<file path="src/rtl/mips_mem_loader.sv">
// Boot loader: parses SYNC/TARGET/ADDR/COUNT/DATA/CHK frames from a byte stream,
// writes big-endian words into imem or dmem, and holds the core until a frame verifies.
module mips_mem_loader #(
   parameter int ADDR_W = 6
) (
   input  logic              clk,
   input  logic              rst,
   input  logic              in_valid,
   output logic              in_ready,
   input  logic [7:0]        in_data,
   output logic              imem_we,
   output logic              dmem_we,
   output logic [ADDR_W-1:0] mem_addr,
   output logic [31:0]       mem_wdata,
   output logic              cpu_hold,
   output logic              done,
   output logic              err
);

   localparam logic [7:0] SYNC = 8'hA5;

   typedef enum logic [2:0] {
      S_IDLE, S_TARGET, S_ADDR, S_COUNT, S_DATA, S_CHECK
   } state_t;

   state_t            r_state, w_next;
   logic              r_in_ready;
   logic              r_target;
   logic [ADDR_W-1:0] r_addr;
   logic [7:0]        r_count;
   logic [1:0]        r_byte_cnt;
   logic [23:0]       r_shift;
   logic [7:0]        r_chk;
   logic              r_imem_we, r_dmem_we;
   logic [ADDR_W-1:0] r_mem_addr;
   logic [31:0]       r_mem_wdata;
   logic              r_done, r_err;
   logic              w_accept;
   logic              w_word_end;

   assign w_accept   = in_valid && r_in_ready;
   assign w_word_end = (r_byte_cnt == 2'd3);

   always_ff @(posedge clk or posedge rst) begin
      if (rst) r_state <= S_IDLE;
      else     r_state <= w_next;
   end

   // NOTE: w_next gets its default first so no path through the case leaves it unassigned (no latch).
   always_comb begin
      w_next = r_state;
      if (w_accept) begin
         case (r_state)
            S_IDLE:   if (in_data == SYNC) w_next = S_TARGET;
            S_TARGET: w_next = (in_data[7:1] == 7'd0) ? S_ADDR : S_IDLE;
            S_ADDR:   w_next = S_COUNT;
            S_COUNT:  w_next = (in_data == 8'd0) ? S_CHECK : S_DATA;
            S_DATA:   if (w_word_end && r_count == 8'd1) w_next = S_CHECK;
            S_CHECK:  w_next = S_IDLE;
            default:  w_next = S_IDLE;
         endcase
      end
   end

   // NOTE: sequential state uses non-blocking assignments only, so every register sees pre-edge values.
   always_ff @(posedge clk or posedge rst) begin
      if (rst) begin
         r_in_ready  <= 1'b0;
         r_target    <= 1'b0;
         r_addr      <= '0;
         r_count     <= 8'd0;
         r_byte_cnt  <= 2'd0;
         r_shift     <= 24'd0;
         r_chk       <= 8'd0;
         r_imem_we   <= 1'b0;
         r_dmem_we   <= 1'b0;
         r_mem_addr  <= '0;
         r_mem_wdata <= 32'd0;
         r_done      <= 1'b0;
         r_err       <= 1'b0;
      end else begin
         r_in_ready <= 1'b1;
         r_imem_we  <= 1'b0;
         r_dmem_we  <= 1'b0;
         if (w_accept) begin
            case (r_state)
               S_IDLE: if (in_data == SYNC) begin
                  r_done <= 1'b0;
                  r_err  <= 1'b0;
                  r_chk  <= 8'd0;
               end
               S_TARGET: begin
                  r_target <= in_data[0];
                  r_chk    <= r_chk ^ in_data;
                  if (in_data[7:1] != 7'd0) r_err <= 1'b1;
               end
               S_ADDR: begin
                  r_addr <= in_data[ADDR_W-1:0];
                  r_chk  <= r_chk ^ in_data;
               end
               S_COUNT: begin
                  r_count    <= in_data;
                  r_byte_cnt <= 2'd0;
                  r_chk      <= r_chk ^ in_data;
               end
               S_DATA: begin
                  r_shift    <= {r_shift[15:0], in_data};
                  r_byte_cnt <= r_byte_cnt + 2'd1;
                  r_chk      <= r_chk ^ in_data;
                  if (w_word_end) begin
                     // Completed word: strobe next cycle, then advance with wrap-around.
                     r_imem_we   <= ~r_target;
                     r_dmem_we   <= r_target;
                     r_mem_addr  <= r_addr;
                     r_mem_wdata <= {r_shift, in_data};
                     r_addr      <= r_addr + 1'b1;
                     r_count     <= r_count - 8'd1;
                  end
               end
               S_CHECK: begin
                  if (in_data == r_chk) r_done <= 1'b1;
                  else                  r_err  <= 1'b1;
               end
               default: ;
            endcase
         end
      end
   end

   assign in_ready  = r_in_ready;
   assign imem_we   = r_imem_we;
   assign dmem_we   = r_dmem_we;
   assign mem_addr  = r_mem_addr;
   assign mem_wdata = r_mem_wdata;
   assign done      = r_done;
   assign cpu_hold  = ~r_done;
   assign err       = r_err;

endmodule

</file>
<file path="config.mk">
export PLATFORM = sky130hd
export DESIGN_NAME = mips_mem_loader
export DESIGN_NICKNAME = d
export VERILOG_FILES = /design/src/rtl/mips_mem_loader.sv
export SDC_FILE = /design/constraint.sdc
export NUM_CORES = 1
export LEC_CHECK = 0
export BUFFER_PORTS_ARGS = -buffer_cell sky130_fd_sc_hd__buf_2
export CAP_MARGIN = 10
export CORE_UTILIZATION = 62
export DETAILED_ROUTE_END_ITERATION = 7
export HOLD_SLACK_MARGIN = 0.03
export PLACE_DENSITY = 0.85
export SLEW_MARGIN = 20
export SYNTH_ARGS = -nofsm -noshare
export SYNTH_HDL_FRONTEND = slang
export SYNTH_SLANG_ARGS = --single-unit
</file>
<file path="constraint.sdc">
create_clock -name clk -period 5.9 [get_ports clk]
set_input_delay 0.59 -clock clk [delete_from_list [all_inputs] [get_ports clk]]
set_output_delay 0.59 -clock clk [all_outputs]
set_load 0.03 [all_outputs]
</file>
==> results of run 1 <==
-- through the flow --
step,cell area [sq um],setup WS [ps],cells,util,hold slack [ps]
floorplan,4270,2830,426,-,413
global placement,4570,3220,537,0.704,440
detailed placement,4570,3140,537,0.704,455
CTS,4770,3100,553,0.735,308
global route,4780,3350,553,0.736,341
finish,4780,3460,553,0.736,285
-- registers in the layout (all words and copies together), names as in the netlist, 2 cells and up --
signal and flops:
r_byte_cnt 2, r_count 8, mem_wdata 32, r_chk 8
r_shift 24, r_state 3, r_addr 6, mem_addr 6
-- cells in the mapped netlist, types with 3 or more instances --
library cell,instances,area (sq um)
nand2_1,125,469
dfrtp_1,95,2380
mux2_2,26,293
clkbuf_1,20,75.1
nor2_1,16,60.1
a21oi_1,14,70.1
o21ai_0,11,55.1
nand3_1,10,50.1
nor3b_1,9,67.6
a221o_1,8,80.1
xnor2_1,8,70.1
inv_1,7,26.3
nor2b_1,7,43.8
o2bb2ai_1,6,52.6
and2_1,4,25.0
ha_1,4,50.1
nor3_1,4,20.0
o22ai_1,4,25.0
a31oi_1,3,18.8
and3_1,3,18.8
buf_2,3,15.0
nand2b_1,3,18.8
nor4_1,3,18.8
-- path summary, 6_finish.rpt --
kind / from / endpoint / slack, ps
hold reg to reg: r_target / imem_we / 460
max in group asynchronous: rst / mem_wdata[2] / 4470
min in group clk: r_target / imem_we / 460
setup reg to reg: r_state[1] / r_shift[10] / 3460
setup / recovery: r_state[1] / r_shift[10] / 3460
hold / removal: rst / mem_addr[5] / 290
-- worst max-delay path, delay by kind of cell (launching register included) --
kind	cells	cell delay [ps]
mux	1	420
simple gates	2	1370
flops	1	530
-- routing by layer --
metal | GRT usage | part of all wire | vias up
li1 | - | - | 1544
met1 | 0.403 | 0.44 | 1635
met2 | 0.430 | 0.48 | 93
met3 | 0.0554 | 0.053 | 19
met4 | 0.103 | 0.020 | 0
met5 | 0 | 0 | -
-- layout make-up --
cell class	count	area, sq um	area share
Inverter	7	27.5	0.00576
Timing Repair Buffer	59	308	0.0644
Clock buffer	12	165	0.0346
Tap cell	77	96.3	0.0202
Multi-Input combinational cell	299	1770	0.370
Sequential cell	95	2380	0.497
Clock inverter	4	36.3	0.00759
-- power by group through the flow --
stage | combinational [W] | clock [W] | sequential [W]
4_1_cts | 0.000412 | 0.000433 | 0.000942
2_1_floorplan | 0.000347 | 0 | 0.000901
6_report | 0.000415 | 0.000426 | 0.000948
3_5_place_dp | 0.000403 | 0 | 0.000954
3_3_place_gp | 0.000389 | 0 | 0.000940
5_1_grt | 0.000455 | 0.000453 | 0.000968
-- logic make-up after synthesis --
family                   Yosys count  share of synthesized area
flip-flops                        95                      0.556
adder cells (fa/ha/maj)            4                     0.0117
AO/OA/AOI/OAI                     62                      0.104
other                              1                   0.000878
AND/OR/NAND/NOR                  198                      0.211
multiplexers                      26                     0.0685
buffers and inverters             32                     0.0307
XOR/XNOR                           8                     0.0164
==> flow_summary.toml, run 1 <==
[synth]
ys_ff_latch = 95
avgSynthCellArea_sq_um = 10.0
synthesis.nets = 441
synth_edf_count = 0
async_flop_share = 1.00
yosysWarnings = 0
synth_cells = 426
synth_cell_types = 48
syn_area_sq_um = 4270
ys.flop_type = "dfrtp_1"
seq_area_frac_synth = 0.556

[timing]
fin_setup_tns_ps = 0
finalSetupViolCount = 0
final-hold-violation-count = 0
drv_slew = 0
fin_crit_ps = 2440
tightest_slew_ps = 909
rsz0062_at_grt = "false"
finClkSkew_ps = 8.81
fin_crit_sh = 0.414
slew_headroom = 0.391
fmax_mhz = 409

[layout]
layout-drive-gt1-share = 0.235
final_cell_mix = "125 x nand2_1, 95 x dfrtp_1, 54 x buf_2, 26 x mux2_2, 16 x nor2_1"
fill_cells = 449
syn_to_final_growth_pct = 11.9
n_antenna_cell = 0
final_nets = 486
final_common_cell = "nand2_1"

[routing]
drt-total-wl_mm = 9.50
drc = 0
viasPerCell = 5.95
vias = 3291
drt-initial-drc-count = 316
ant_nets = 0
wl_per_cell_um = 17.2
dr.pass1.iters = 4

[power]
p_sw_frac = 0.337
p_int_w = 0.00119
power.density_nw_per_um2 = 374
p_comb_frac = 0.232
clkPwrFrac = 0.238
leakage_nw = 2.45
power_w = 0.00179
power.switching_w = 0.000602
seqPwrFrac = 0.530
ir_worst_vdd_uv = 230

[min_path]
hold_path_class = "in -> async"

[setup_path]
worst-path-max-fanout = 25
crit_path_cell_trace = "or3b_2 > nor2_4 > mux2_2"
cp_slowest_cell = "or3b_2"
reg2reg_depth = 3
slowest_delay_ps = 740
startpoint_type = "register"
crit_type = "reg -> reg"
setup.worst_path.end_class = "register"
crit_arrival_ps = 2700
cp.required_ps = 6160

[placed_design]
gp_congestion = 0.867
port_buffers = 54
hpwlAfterDp_mm = 6.13

[clock_tree]
clock_latency_ps = 370
cts_buffers = 9
cts_buffer_depth = 2
clock_sinks = 95
cts_tree = "done"
cts_setup_buffers = 0
cts_resized = 0
htree_levels = 3
path_clk_slew_ps = 100
hold_buffers = 0
cts_root_buf = "clkbuf_8"

[die]
fp-row-count = 29
io_pins = 55
dieArea_sq_um = 7230
dieHeight_um = 85.0
core_sq_um = 6490
die_w_um = 85.0
start_util = 0.658

[status]
outcome = "complete, no violations"

[global_route]
grt_overflow_total = 0
grt_pass1_wl_mm = 15.6
grt_antenna_before_repair = 0
grt.total_usage = 0.281
grt_pass1_vias = 3164
grt_max_degree = 57

[run]
maxCapViolations = 0
(Power assumes the default switching activity.)
==> run 2: changes to the inputs <==
--- a/config.mk
+++ b/config.mk
@@ -7,10 +7,10 @@
 export LEC_CHECK = 0
 export BUFFER_PORTS_ARGS = -buffer_cell sky130_fd_sc_hd__buf_2
 export CAP_MARGIN = 10
-export CORE_UTILIZATION = 62
+export CORE_UTILIZATION = 52
 export DETAILED_ROUTE_END_ITERATION = 7
 export HOLD_SLACK_MARGIN = 0.03
-export PLACE_DENSITY = 0.85
+export PLACE_DENSITY = 0.76
 export SLEW_MARGIN = 20
 export SYNTH_ARGS = -nofsm -noshare
 export SYNTH_HDL_FRONTEND = slang
==> constraint.sdc (replaced) <==
create_clock -name clk -period 2.2 [get_ports clk]
set_input_delay 0.22 -clock clk [delete_from_list [all_inputs] [get_ports clk]]
set_output_delay 0.22 -clock clk [all_outputs]
set_load 0.03 [all_outputs]
==> flow_summary.toml, run 2 (same netlist as run 1, synthesis figures left out) <==
[status]
outcome = "complete, no violations"

[setup_path]
crit_arrival_ps = 2190
cp.required_ps = 2450
crit_path_start = "r_byte_cnt[0]"
reg2reg_depth = 5
rrSetupSlack_ps = 260
crit_type = "reg -> reg"
setup.worst_path.end_class = "register"
rr_startpoint = "r_byte_cnt[0]"
startpoint_type = "register"
worst-path-max-fanout = 7
regToRegEndpoint = "r_count[1]"
cp-endpoint = "r_count[1]"

[timing]
finalSetupViolCount = 0
tightest_slew_ps = 521
fin_crit_sh = 0.884
fmax_mhz = 514
finClkSkew_ps = 16.5
hold_slack_ps = 142
finalWorstSetupSlack_ps = 255
drv_slew = 0
rsz0062_at_grt = "false"
slew_headroom = 0.652
fin_setup_tns_ps = 0
fin_crit_ps = 1940
final-hold-violation-count = 0

[die]
fp-row-count = 32
io_pins = 55
core_sq_um = 7850
die_w_um = 92.6
start_util = 0.544
dieHeight_um = 92.6
dieArea_sq_um = 8580

[global_route]
grt.total_usage = 0.240
grt_antenna_before_repair = 0
grt_max_degree = 96
grt_overflow_total = 0
grt_pass1_wl_mm = 15.8
grt_pass1_vias = 3157

[clock_tree]
cts_buffers = 9
clock_sinks = 95
cts_setup_buffers = 0
path_clk_slew_ps = 90
cts_buffer_depth = 2
clock_latency_ps = 360
htree_levels = 3
cts_tree = "done"
cts_root_buf = "clkbuf_8"
cts_resized = 0
hold_buffers = 1

[run]
maxCapViolations = 0

[layout]
largest_reg_flops = 32
n_antenna_cell = 0
final_cell_mix = "125 x nand2_1, 95 x dfrtp_1, 54 x buf_2, 26 x mux2_2, 16 x nor2_1"
final_common_cell = "nand2_1"
layout-drive-gt1-share = 0.245
final_nets = 495
post-route-util = 0.627
fill_cells = 668
syn_to_final_growth_pct = 15.1

[power]
ir_worst_vdd_uv = 599
leakage_nw = 2.50
power.density_nw_per_um2 = 997

[routing]
wl_per_cell_um = 16.3
dr.pass1.iters = 5
drc = 0
vias = 3328
viasPerCell = 5.67
drt-initial-drc-count = 228
ant_nets = 0
drt-total-wl_mm = 9.58

[min_path]
hold_path_class = "in -> reg"

[placed_design]
gp_congestion = 0.891
hpwlAfterDp_mm = 6.09
port_buffers = 54
preCtsSetupSlack_ps = 188
[run 2: per-layer routing]
metal,wire length [um],global-route usage,share of wire,vias up
met4,99,0.0769,0.010,0
met1,4400,0.343,0.46,1653
met5,0,0,0,-
met2,4610,0.380,0.48,98
li1,-,-,-,1568
met3,468,0.0353,0.049,9
[run 2: critical path, cell delays in order (launching register included)]
cell and delay, ps:
dfrtp_1 420, ha_1 250, and3_1 180, and2_1 170
nor2_1 420, mux2_2 390
[run 2: worst min path at each step]
| stage | start | to | slack [ps] | cells past startpoint |
|---|---|---|---|---|
| floorplan | in_data[1] | mem_wdata[1] | 330 | 2 |
| global placement | rst | mem_addr[1] | 400 | 3 |
| detailed placement | rst | mem_addr[1] | 410 | 3 |
| CTS | in_data[3] | mem_wdata[3] | 120 | 3 |
| global route | in_data[3] | mem_wdata[3] | 130 | 3 |
| finish | in_data[3] | mem_wdata[3] | 140 | 3 |
[run 2: report_power, final]
part           switching [W]  internal, W  total, W
clock network       0.000638     0.000545   0.00118
logic               0.000621     0.000603   0.00122
registers           0.000383      0.00211   0.00250
total                0.00164      0.00326   0.00490
[run 2: metrics by stage]
stage / power (W) / cell area, sq um / instances
after floorplan: 0.00335 / 4280 / 426
after global placement: 0.00366 / 4700 / 570
after detailed placement: 0.00372 / 4700 / 570
after CTS: 0.00490 / 4920 / 587
after global routing: 0.00517 / 4920 / 587
final: 0.00490 / 4920 / 587
[run 2: area by class of cell]
class,count,area [sq um],area share
Tap cell,102,128,0.0260
Clock buffer,10,128,0.0260
Multi-Input combinational cell,299,1760,0.359
Timing Repair Buffer,68,415,0.0845
Inverter,7,30.0,0.00611
Sequential cell,95,2380,0.483
Clock inverter,6,75.1,0.0153
